## config.mk

```make
export PLATFORM = sky130hd
export DESIGN_NAME = riscv_mem_arbiter_flat
export DESIGN_NICKNAME = d
export VERILOG_FILES = /design/src/rtl/riscv_mem_pkg.sv /design/src/rtl/riscv_mem_arbiter_if.sv /design/src/rtl/riscv_mem_arb_select.sv /design/src/rtl/riscv_mem_arbiter.sv /design/src/flat_wrapper.sv
export SDC_FILE = /design/constraint.sdc
export NUM_CORES = 1
export LEC_CHECK = 0
export BUFFER_PORTS_ARGS = -buffer_cell sky130_fd_sc_hd__clkbuf_2
export CORE_AREA = 10 10 115 117
export DETAILED_ROUTE_END_ITERATION = 6
export DIE_AREA = 0 0 125 127
export MAX_ROUTING_LAYER = met4
export PLACE_DENSITY = 0.74
export RECOVER_POWER = 25
export SLEW_MARGIN = 20
export SYNTH_ARGS = -nofsm -noshare
export SYNTH_HDL_FRONTEND = slang
export SYNTH_HIERARCHICAL = 1
export SYNTH_SLANG_ARGS = --single-unit
```

## constraint.sdc

```tcl
create_clock -name clock -period 4.3 [get_ports clock]
set_input_delay 0.86 -clock clock [delete_from_list [all_inputs] [get_ports clock]]
set_output_delay 0.86 -clock clock [all_outputs]
set_load 0.02 [all_outputs]
```

## src/rtl/riscv_mem_pkg.sv

```systemverilog
// Shared types for the fetch / load-store memory arbiter: FSM states, request
// owner and the latched memory request record.
package riscv_mem_pkg;

   localparam int unsigned MEM_XLEN   = 32;
   localparam int unsigned MEM_STRB_W = MEM_XLEN / 8;

   typedef enum logic [1:0] {
      ST_IDLE  = 2'd0,
      ST_ISSUE = 2'd1,
      ST_WAIT  = 2'd2
   } state_e;

   typedef enum logic {
      OWNER_INSN = 1'b0,
      OWNER_DATA = 1'b1
   } owner_e;

   typedef struct packed {
      logic [MEM_XLEN-1:0]   addr;
      logic                  write;
      logic [MEM_XLEN-1:0]   wdata;
      logic [MEM_STRB_W-1:0] strb;
   } mem_req_t;

endpackage

```

## src/rtl/riscv_mem_arbiter_if.sv

```systemverilog
// Request/response channel: valid/ready request with address and store fields,
// followed by a single-cycle response pulse carrying read data.
interface riscv_mem_arbiter_if #(
   parameter int unsigned XLEN = 32
);
   logic              req_valid;
   logic              req_ready;
   logic [XLEN-1:0]   req_addr;
   logic              req_write;
   logic [XLEN-1:0]   req_wdata;
   logic [XLEN/8-1:0] req_strb;
   logic              resp_valid;
   logic [XLEN-1:0]   resp_rdata;

   // The side that issues requests and consumes responses.
   modport master (
      output req_valid, req_addr, req_write, req_wdata, req_strb,
      input  req_ready, resp_valid, resp_rdata
   );

   // The side that accepts requests and produces responses.
   modport slave (
      input  req_valid, req_addr, req_write, req_wdata, req_strb,
      output req_ready, resp_valid, resp_rdata
   );
endinterface

```

## src/rtl/riscv_mem_arb_select.sv

```systemverilog
// Owner choice between fetch and load/store, with a saturating counter of
// consecutive data grants so a waiting fetch is eventually served.
module riscv_mem_arb_select
   import riscv_mem_pkg::*;
#(
   parameter int unsigned MAX_DATA_STREAK = 4
) (
   input  logic   clock,
   input  logic   reset_n,
   input  logic   idle_i,
   input  logic   insn_valid_i,
   input  logic   data_valid_i,
   output logic   grant_o,
   output owner_e owner_o
);

   localparam int unsigned CNT_W = $clog2(MAX_DATA_STREAK + 1);
   localparam logic [CNT_W-1:0] STREAK_MAX = CNT_W'(MAX_DATA_STREAK);

   logic [CNT_W-1:0] streak_q;
   logic [CNT_W-1:0] streak_d;
   logic             starve;

   always_comb begin
      starve   = insn_valid_i && (streak_q == STREAK_MAX);
      grant_o  = idle_i && (insn_valid_i || data_valid_i);
      owner_o  = (data_valid_i && !starve) ? OWNER_DATA : OWNER_INSN;
      streak_d = streak_q;
      // The streak only measures data grants taken while fetch was waiting.
      if (idle_i) begin
         if (!insn_valid_i || owner_o == OWNER_INSN) begin
            streak_d = '0;
         end else if (streak_q != STREAK_MAX) begin
            streak_d = streak_q + 1'b1;
         end
      end
   end

   always_ff @(posedge clock or negedge reset_n) begin
      if (!reset_n) begin
         streak_q <= '0;
      end else begin
         streak_q <= streak_d;
      end
   end

endmodule

```

## src/rtl/riscv_mem_arbiter.sv

```systemverilog
// Shares one memory port between instruction fetch and load/store: one
// transaction in flight, issued with valid/ready and answered to its owner.
module riscv_mem_arbiter
   import riscv_mem_pkg::*;
#(
   parameter int unsigned XLEN            = MEM_XLEN,
   parameter int unsigned MAX_DATA_STREAK = 4
) (
   input  logic                clock,
   input  logic                reset_n,
   riscv_mem_arbiter_if.slave  insn_bus,
   riscv_mem_arbiter_if.slave  data_bus,
   riscv_mem_arbiter_if.master mem_bus,
   output logic                busy,
   output logic                err_spurious_resp
);

   state_e   state_q;
   owner_e   owner_q;
   mem_req_t req_q;
   logic     mem_req_valid_q;
   logic     busy_q;
   logic     err_q;

   logic     sel_idle;
   logic     accept;
   owner_e   sel_owner;
   mem_req_t next_req;
   logic     resp_fire;
   logic [XLEN-1:0] resp_data;

   // Fetch never writes, so its store fields are intentionally dropped.
   logic unused_insn_fields;
   assign unused_insn_fields = ^{insn_bus.req_write, insn_bus.req_wdata, insn_bus.req_strb};

   // Gating with reset_n keeps the request-ready outputs low while in reset.
   assign sel_idle = reset_n && (state_q == ST_IDLE);

   riscv_mem_arb_select #(
      .MAX_DATA_STREAK (MAX_DATA_STREAK)
   ) u_select (
      .clock        (clock),
      .reset_n      (reset_n),
      .idle_i       (sel_idle),
      .insn_valid_i (insn_bus.req_valid),
      .data_valid_i (data_bus.req_valid),
      .grant_o      (accept),
      .owner_o      (sel_owner)
   );

   always_comb begin
      next_req = '0;
      if (sel_owner == OWNER_DATA) begin
         next_req.addr  = data_bus.req_addr;
         next_req.write = data_bus.req_write;
         next_req.wdata = data_bus.req_wdata;
         next_req.strb  = data_bus.req_strb;
      end else begin
         next_req.addr  = insn_bus.req_addr;
      end
   end

   assign insn_bus.req_ready = accept && (sel_owner == OWNER_INSN);
   assign data_bus.req_ready = accept && (sel_owner == OWNER_DATA);

   // Responses pass straight through in the cycle memory delivers them.
   assign resp_fire           = (state_q == ST_WAIT) && mem_bus.resp_valid;
   assign resp_data           = mem_bus.resp_rdata;
   assign insn_bus.resp_valid = resp_fire && (owner_q == OWNER_INSN);
   assign data_bus.resp_valid = resp_fire && (owner_q == OWNER_DATA);
   assign insn_bus.resp_rdata = insn_bus.resp_valid ? resp_data : '0;
   assign data_bus.resp_rdata = data_bus.resp_valid ? resp_data : '0;

   assign mem_bus.req_valid = mem_req_valid_q;
   assign mem_bus.req_addr  = req_q.addr;
   assign mem_bus.req_write = req_q.write;
   assign mem_bus.req_wdata = req_q.wdata;
   assign mem_bus.req_strb  = req_q.strb;

   assign busy              = busy_q;
   assign err_spurious_resp = err_q;

   always_ff @(posedge clock or negedge reset_n) begin
      if (!reset_n) begin
         state_q         <= ST_IDLE;
         owner_q         <= OWNER_INSN;
         req_q           <= '0;
         mem_req_valid_q <= 1'b0;
         busy_q          <= 1'b0;
         err_q           <= 1'b0;
      end else begin
         // A response with no issued transaction is a protocol error; it sticks.
         if (mem_bus.resp_valid && state_q != ST_WAIT) begin
            err_q <= 1'b1;
         end
         case (state_q)
            ST_IDLE: begin
               if (accept) begin
                  owner_q         <= sel_owner;
                  req_q           <= next_req;
                  mem_req_valid_q <= 1'b1;
                  busy_q          <= 1'b1;
                  state_q         <= ST_ISSUE;
               end
            end
            ST_ISSUE: begin
               if (mem_bus.req_ready) begin
                  mem_req_valid_q <= 1'b0;
                  state_q         <= ST_WAIT;
               end
            end
            ST_WAIT: begin
               if (mem_bus.resp_valid) begin
                  busy_q  <= 1'b0;
                  state_q <= ST_IDLE;
               end
            end
            default: begin
               mem_req_valid_q <= 1'b0;
               busy_q          <= 1'b0;
               state_q         <= ST_IDLE;
            end
         endcase
      end
   end

endmodule
```

## src/flat_wrapper.sv

```systemverilog
// flat-port wrapper written by rule: the top's interface ports become plain ports
module riscv_mem_arbiter_flat import riscv_mem_pkg::*;
#(
   parameter int unsigned XLEN            = MEM_XLEN,
   parameter int unsigned MAX_DATA_STREAK = 4
)
  (clock, reset_n, busy, err_spurious_resp, insn_bus_req_valid, insn_bus_req_addr, insn_bus_req_write, insn_bus_req_wdata, insn_bus_req_strb, insn_bus_req_ready, insn_bus_resp_valid, insn_bus_resp_rdata, data_bus_req_valid, data_bus_req_addr, data_bus_req_write, data_bus_req_wdata, data_bus_req_strb, data_bus_req_ready, data_bus_resp_valid, data_bus_resp_rdata, mem_bus_req_valid, mem_bus_req_addr, mem_bus_req_write, mem_bus_req_wdata, mem_bus_req_strb, mem_bus_req_ready, mem_bus_resp_valid, mem_bus_resp_rdata);
  riscv_mem_arbiter_if #(.XLEN(XLEN)) insn_bus_i ();
  riscv_mem_arbiter_if #(.XLEN(XLEN)) data_bus_i ();
  riscv_mem_arbiter_if #(.XLEN(XLEN)) mem_bus_i ();
  input  logic clock;
  input  logic reset_n;
  output logic busy;
  output logic err_spurious_resp;
  input wire logic [$bits(insn_bus_i.req_valid)-1:0] insn_bus_req_valid;
  input wire logic [$bits(insn_bus_i.req_addr)-1:0] insn_bus_req_addr;
  input wire logic [$bits(insn_bus_i.req_write)-1:0] insn_bus_req_write;
  input wire logic [$bits(insn_bus_i.req_wdata)-1:0] insn_bus_req_wdata;
  input wire logic [$bits(insn_bus_i.req_strb)-1:0] insn_bus_req_strb;
  output wire logic [$bits(insn_bus_i.req_ready)-1:0] insn_bus_req_ready;
  output wire logic [$bits(insn_bus_i.resp_valid)-1:0] insn_bus_resp_valid;
  output wire logic [$bits(insn_bus_i.resp_rdata)-1:0] insn_bus_resp_rdata;
  input wire logic [$bits(data_bus_i.req_valid)-1:0] data_bus_req_valid;
  input wire logic [$bits(data_bus_i.req_addr)-1:0] data_bus_req_addr;
  input wire logic [$bits(data_bus_i.req_write)-1:0] data_bus_req_write;
  input wire logic [$bits(data_bus_i.req_wdata)-1:0] data_bus_req_wdata;
  input wire logic [$bits(data_bus_i.req_strb)-1:0] data_bus_req_strb;
  output wire logic [$bits(data_bus_i.req_ready)-1:0] data_bus_req_ready;
  output wire logic [$bits(data_bus_i.resp_valid)-1:0] data_bus_resp_valid;
  output wire logic [$bits(data_bus_i.resp_rdata)-1:0] data_bus_resp_rdata;
  output wire logic [$bits(mem_bus_i.req_valid)-1:0] mem_bus_req_valid;
  output wire logic [$bits(mem_bus_i.req_addr)-1:0] mem_bus_req_addr;
  output wire logic [$bits(mem_bus_i.req_write)-1:0] mem_bus_req_write;
  output wire logic [$bits(mem_bus_i.req_wdata)-1:0] mem_bus_req_wdata;
  output wire logic [$bits(mem_bus_i.req_strb)-1:0] mem_bus_req_strb;
  input wire logic [$bits(mem_bus_i.req_ready)-1:0] mem_bus_req_ready;
  input wire logic [$bits(mem_bus_i.resp_valid)-1:0] mem_bus_resp_valid;
  input wire logic [$bits(mem_bus_i.resp_rdata)-1:0] mem_bus_resp_rdata;
  assign insn_bus_i.req_valid = insn_bus_req_valid;
  assign insn_bus_i.req_addr = insn_bus_req_addr;
  assign insn_bus_i.req_write = insn_bus_req_write;
  assign insn_bus_i.req_wdata = insn_bus_req_wdata;
  assign insn_bus_i.req_strb = insn_bus_req_strb;
  assign insn_bus_req_ready = insn_bus_i.req_ready;
  assign insn_bus_resp_valid = insn_bus_i.resp_valid;
  assign insn_bus_resp_rdata = insn_bus_i.resp_rdata;
  assign data_bus_i.req_valid = data_bus_req_valid;
  assign data_bus_i.req_addr = data_bus_req_addr;
  assign data_bus_i.req_write = data_bus_req_write;
  assign data_bus_i.req_wdata = data_bus_req_wdata;
  assign data_bus_i.req_strb = data_bus_req_strb;
  assign data_bus_req_ready = data_bus_i.req_ready;
  assign data_bus_resp_valid = data_bus_i.resp_valid;
  assign data_bus_resp_rdata = data_bus_i.resp_rdata;
  assign mem_bus_req_valid = mem_bus_i.req_valid;
  assign mem_bus_req_addr = mem_bus_i.req_addr;
  assign mem_bus_req_write = mem_bus_i.req_write;
  assign mem_bus_req_wdata = mem_bus_i.req_wdata;
  assign mem_bus_req_strb = mem_bus_i.req_strb;
  assign mem_bus_i.req_ready = mem_bus_req_ready;
  assign mem_bus_i.resp_valid = mem_bus_resp_valid;
  assign mem_bus_i.resp_rdata = mem_bus_resp_rdata;
  riscv_mem_arbiter #(.XLEN(XLEN), .MAX_DATA_STREAK(MAX_DATA_STREAK)) u_core (.clock(clock), .reset_n(reset_n), .insn_bus(insn_bus_i), .data_bus(data_bus_i), .mem_bus(mem_bus_i), .busy(busy), .err_spurious_resp(err_spurious_resp));
endmodule
```

# ---- Word-level counts from Yosys, hierarchy flattened
# Cells that the tools add are included.
dict set report totals {
  inputBits 176
  elab_cells 60
  out_inout_bits 140
  register_bits 78
}
dict set report op_classes {
  eq_ne 8
  reduce_logical 21
  n_addsub 1
  mux 16
  n_bitwise 4
}
# cell n
set op_table {}
lappend op_table {{2-to-1 mux 32 bit} 3}
lappend op_table {{2-to-1 mux 37 bit} 1}
lappend op_table {{logical AND 1 bit} 10}
lappend op_table {{AND reduction 3 bit} 3}
lappend op_table {{2-to-1 mux 2 bit} 3}
lappend op_table {{2-to-1 mux 3 bit} 2}
lappend op_table {{!= test 2 bit (second input constant)} 3}
lappend op_table {{one-hot mux 1 bit (3 select lines)} 2}
lappend op_table {{one-hot mux 2 bit (3 select lines)} 1}
lappend op_table {{2-to-1 mux 1 bit} 4}
lappend op_table {{NOT 1 bit} 4}
lappend op_table {{AND reduction 2 bit} 2}
lappend op_table {{adder 3 x 1 -> 3 bit (second input constant)} 1}
lappend op_table {{equality test 3 bit (second input constant)} 1}
lappend op_table {{!= test 3 bit (second input constant)} 1}
lappend op_table {{equality test 2 x 1 -> 1 bit (second input constant)} 1}
lappend op_table {{equality test 2 bit (second input constant)} 1}
lappend op_table {{zero test 1 bit} 2}
lappend op_table {{zero test 2 bit} 1}
lappend op_table {{logical OR 1 bit} 2}
lappend op_table {{!= test 2 x 1 -> 1 bit (second input constant)} 1}
lappend op_table {{nonzero test 2 bit} 1}

# ---- Depth between registers and ports, before layout
dict set report depth {
  word_depth 9
  ltp_mapped 9
}

# ---- Modules after synthesis
# The synthesis kept the hierarchy.
# mod area_per_inst_um2 n_inst cells_per_inst
set modules_own_cells {}
lappend modules_own_cells {riscv_mem_arbiter 3618.5 1 398}
lappend modules_own_cells {riscv_mem_arb_select 202.7 1 23}

# ---- Worst setup path after synthesis
# Ideal clock, no wire load.
dict set report synth_path {
  kind {input-to-output}
  start {in reset_n}
  end {out insn_bus_req_ready}
  t_arrival_ns 1.930
  t_required_ns 3.440
  path_slack_ns 1.510
  stages 4
  path_buffers 0
  cell_sequence {nor3b_1 -> inv_1 -> nor2_1 -> nor2b_1}
}
dict set report synth_between {
  elab_chain_cells 3
}
# item line_no
set synth_lines {}
lappend synth_lines {{from (decl)} flat_wrapper.sv:12} ;# input logic reset_n;
lappend synth_lines {{logical AND 1 bit} riscv_mem_arbiter.sv:37} ;# assign sel_idle = reset_n && (state_q == ST_IDLE);
lappend synth_lines {{logical AND 1 bit} riscv_mem_arb_select.sv:26} ;# grant_o = idle_i && (insn_valid_i || data_valid_i);
lappend synth_lines {{via u_core.accept} riscv_mem_arbiter.sv:26} ;# logic accept;
lappend synth_lines {{logical AND 1 bit} riscv_mem_arbiter.sv:63} ;# assign insn_bus.req_ready = accept && (sel_owner == OWNER_INSN);
lappend synth_lines {{to (decl)} flat_wrapper.sv:20} ;# output wire logic [$bits(insn_bus_i.req_ready)-1:0] insn_bus_req_ready;
# The timed path passes the listed nets, and every way through them passes these cells.

# ---- Final worst setup path
dict set report layout_path {
  start {in reset_n}
  end {reg u_core.req_q (netlist bit u_core/mem_bus.req_addr[8])}
}
dict set report layout_between {
  elab_chain_cells 3
}
# item line_no
set layout_lines {}
lappend layout_lines {{logical AND 1 bit} riscv_mem_arbiter.sv:37}
lappend layout_lines {{via u_core.sel_idle} riscv_mem_arbiter.sv:25} ;# logic sel_idle;
lappend layout_lines {{logical AND 1 bit} riscv_mem_arb_select.sv:26}
lappend layout_lines {{via u_core.accept} riscv_mem_arbiter.sv:26}
lappend layout_lines {{AND reduction 2 bit (no source line)} -}
lappend layout_lines {{to (signal assigned)} riscv_mem_arbiter.sv:100} ;# req_q <= next_req;
lappend layout_lines {{to (decl)} riscv_mem_arbiter.sv:20} ;# mem_req_t req_q;
# The timed path passes the listed nets, and every way through them passes these cells.
# A chain may end at the register's enable or synchronous reset.

==> run metrics <==
status=finished with violations; failing checks=capacitance limit, slew limit; crit-path max FO=70; gr ovfl total=0; first-pass GRT wire length=21.7 mm; RSZ-0062 raised after global routing=false; Yosys cell types=30; Pint=2.10 mW; synthesized net count=599; GRT Overall Usage=17.2%; final instance area=approximately 5700 µm²; DIE AREA=~16000 µm²; vias in the first global route=just over 4000; CP Class=in2reg; Register-to-Register Setup Slack=between 1 and 1.5 ns; Starting Density=approximately 34%; IO Count=316; drt pass-1 iters=4; Core Region=11100 µm²; synthesized cell area=3820 µm²; initial antenna violation count=0; register area=1950 µm²; post-detailed-route wirelength per cell=16.3 µm; Max Transition Viols Final=32; Pwr Density=631 nW/µm²; reg-to-reg endpoint=u_core/mem_bus.req_addr[8]$_DFFE_PN0P_; Clock Tree Buf Depth=2; Setup crit start kind=input port; worst hold slack=0.480 ns; crit end category=register; DRC viols=0; Hold Path Class=reg2reg; Setup Slack @ Placement=0.769 ns; sw frac=approximately two fifths; Final GP Congestion=about 0.90; Detailed Route Iter0 Violations=124; largest family of logic cells by synthesized area=simple AND/OR/NAND/NOR gates; final setup violation count=0; hold path depth=2; final worst path period share=76.4%; share of layout cells above drive strength 1=44.0%; Antenna Nets Post-Route=0; cts hold-fix bufs=0; area post-placement=5330 µm²; sequential element share of the synthesized area=slightly above 50%; crit path DAT=3.46 ns; Syn. warnings=6; NumNets Final=866; routed vias/inst=4.54; total CTS buffers=9; Flop pwr share=35.1%; mux contribution to synthesized area=9.04%; # rows=39; adder-cell share of the synthesized area=0.655%; slew margin rel.=-11.4%; Gate Count Post-Synth=around 420; fmax=304 MHz; setup TNS=0 ns; fillcell total=between 1000 and 1500; clk root buf=clkbuf_16; post-CTS sizing=0; Sw Pwr=1.47 mW; # port buffers=278; worst setup slack after layout=between 1 and 1.5 ns; fin crit period=3.28 ns; Lkg Pwr=3.22 nW; number of max-cap violations=1; synth-to-layout area growth=48.1%; length in cells of the worst reg-to-reg path=7; Routed Wire Length=13.7 mm; Final Hold Vio Count=0; Worst-Margin Slew=1.67 ns; peak supply drop=0.280 mV; data required time at the worst endpoint=between 4 and 5 ns; largest net degree at the start of global routing=71; Clock Skew=about 0.0056 ns; CTS tree=done; H-tree lvl count=3; Seq cells post-synth=78; post-synthesis compound-gate area fraction=10.5%; Syn Area/Cell=9.08 µm²; multi-input logic area=between 1500 and 2000 µm²; Clock Latency Late Sink=0.33 ns; CTS clk-pin slew, worst paths=0.06 ns; antenna cell count=0; Vias=3793; power share of the clock group=23.5%; Post-CTS Repair Setup Buffers=0; CP Launch Point=reset_n; R2R Path Start=u_core/state_q[0]$_DFFE_PN0P_; simple-gate share of the synthesized area=24.6%; CP Capture Point=u_core/mem_bus.req_addr[8]$_DFFE_PN0P_; Sink Count=between 70 and 80; post-DP HPWL=11.3 mm; Logic pwr share=41.3%; XOR/XNOR Fraction of Synth Area=0%; Die Wd=125 µm; Die Ht=127 µm; overall power=between 3 and 4 mW
==> cell type report <==
cell class	count	area share [%]
well taps	143	3.16
multi-input cells	307	30.6
clock inverters	3	1.15
repair buffers	285	25.4
flip-flops and latches	78	34.5
clock buffers	13	4.78
inverters	7	0.464
==> metal layers <==
metal | global-route usage, % | up-vias | wire length [µm]
met1 | 18.4 | 1696 | 5470
met2 | 30.0 | 175 | 7020
met5 | - | - | 0
li1 | - | 1906 | -
met3 | 4.55 | 16 | 946
met4 | 6.44 | 0 | 223
==> worst max-delay path: stages <==
cell and delay (ns):
clkbuf_1 0.15, nor3b_1 0.54, inv_1 0.14, nor2_1 0.33, or3b_4 0.69, buf_4 0.42
nand2_1 0.15, o21ai_0 0.11
==> flip-flops by register name, summed over array words and instances (netlist names) <==
name and cells:
u_core/busy 1, u_core/owner_q 1, u_core/u_select/streak_q 3, u_core/mem_bus.req_strb 4, u_core/state_q 2, u_core/mem_bus.req_valid 1, u_core/mem_bus.req_wdata 32, u_core/mem_bus.req_addr 32
u_core/mem_bus.req_write 1, u_core/err_spurious_resp 1
==> cells in the final DEF, fill, tap and decap left out, drive strengths merged, types with 2 or more instances in the layout <==
cell type,count
buf,5
nor3,3
inv,7
nor2b,2
nor2,5
mux2i,33
dfrtp,78
o22ai,2
nand2,111
and2,65
ha,2
clkbuf,293
bufinv,2
o21ai,71
==> how the worst min path moves through the flow <==
| stage | from | endpoint | slack [ns] |
|---|---|---|---|
| 2_1_floorplan | u_core/state_q[1]$_DFFE_PN0P_ | u_core/state_q[0]$_DFFE_PN0P_ | 0.51 |
| 3_3_place_gp | u_core/err_spurious_resp$_DFFE_PN0P_ | u_core/err_spurious_resp$_DFFE_PN0P_ | 0.45 |
| 3_5_place_dp | u_core/mem_bus.req_addr[16]$_DFFE_PN0P_ | u_core/mem_bus.req_addr[16]$_DFFE_PN0P_ | 0.47 |
| 4_1_cts | u_core/mem_bus.req_addr[16]$_DFFE_PN0P_ | u_core/mem_bus.req_addr[16]$_DFFE_PN0P_ | 0.48 |
| 5_1_grt | u_core/mem_bus.req_wdata[27]$_DFFE_PN0P_ | u_core/mem_bus.req_wdata[27]$_DFFE_PN0P_ | 0.50 |
| 6_report | u_core/mem_bus.req_addr[16]$_DFFE_PN0P_ | u_core/mem_bus.req_addr[16]$_DFFE_PN0P_ | 0.48 |
==> cell families (layout without fill, tap and decap cells) <==
kind of cell,after synthesis,after routing
AO/OA/AOI/OAI,78,78
multiplexers,34,34
flip-flops,78,78
AND/OR/NAND/NOR,193,193
adder cells (fa/ha/maj),2,2
buffers and inverters,36,308
==> power by group through the flow <==
stage | clock [mW] | combinational (mW) | sequential (mW)
CTS | 0.866 | 1.51 | 1.26
global placement | 0 | 1.47 | 1.24
floorplan | 0 | 0.535 | 1.63
detailed placement | 0 | 1.52 | 1.27
finish | 0.841 | 1.48 | 1.26
global route | 0.894 | 1.64 | 1.30
==> metrics by stage <==
step	instances	utilization, %
after floorplan	421	-
after detailed placement	820	47.9
final	836	50.9
after global placement	820	47.9
after global routing	836	50.9
after CTS	836	50.9
==> synth_stat cells <==
cell | n | area share [%]
nand2_1 | 110 | 11
dfrtp_1 | 78 | 51
and2_1 | 65 | 11
o21ai_0 | 61 | 8.0
mux2i_1 | 33 | 8.6
clkbuf_1 | 23 | 2.3
o21ai_1 | 10 | 1.3
inv_1 | 7 | 0.69
nor2_1 | 5 | 0.49
buf_2 | 4 | 0.52
buf_6 | 2 | 0.59
ha_1 | 2 | 0.65
nor2b_1 | 2 | 0.33
nor3_2 | 2 | 0.52
o22ai_1 | 2 | 0.33
a211o_1 | 1 | 0.23
a211oi_1 | 1 | 0.20
a21o_1 | 1 | 0.20
a21oi_1 | 1 | 0.13
a31oi_1 | 1 | 0.16
mux2_4 | 1 | 0.39
nand2_2 | 1 | 0.16
nand2b_1 | 1 | 0.16
nand3_1 | 1 | 0.13
nand3b_1 | 1 | 0.20
nand4_1 | 1 | 0.16
nor3_1 | 1 | 0.13
nor3b_1 | 1 | 0.20
nor4b_2 | 1 | 0.39
or3b_4 | 1 | 0.29
No activity file was read; power rests on OpenSTA's default activity.
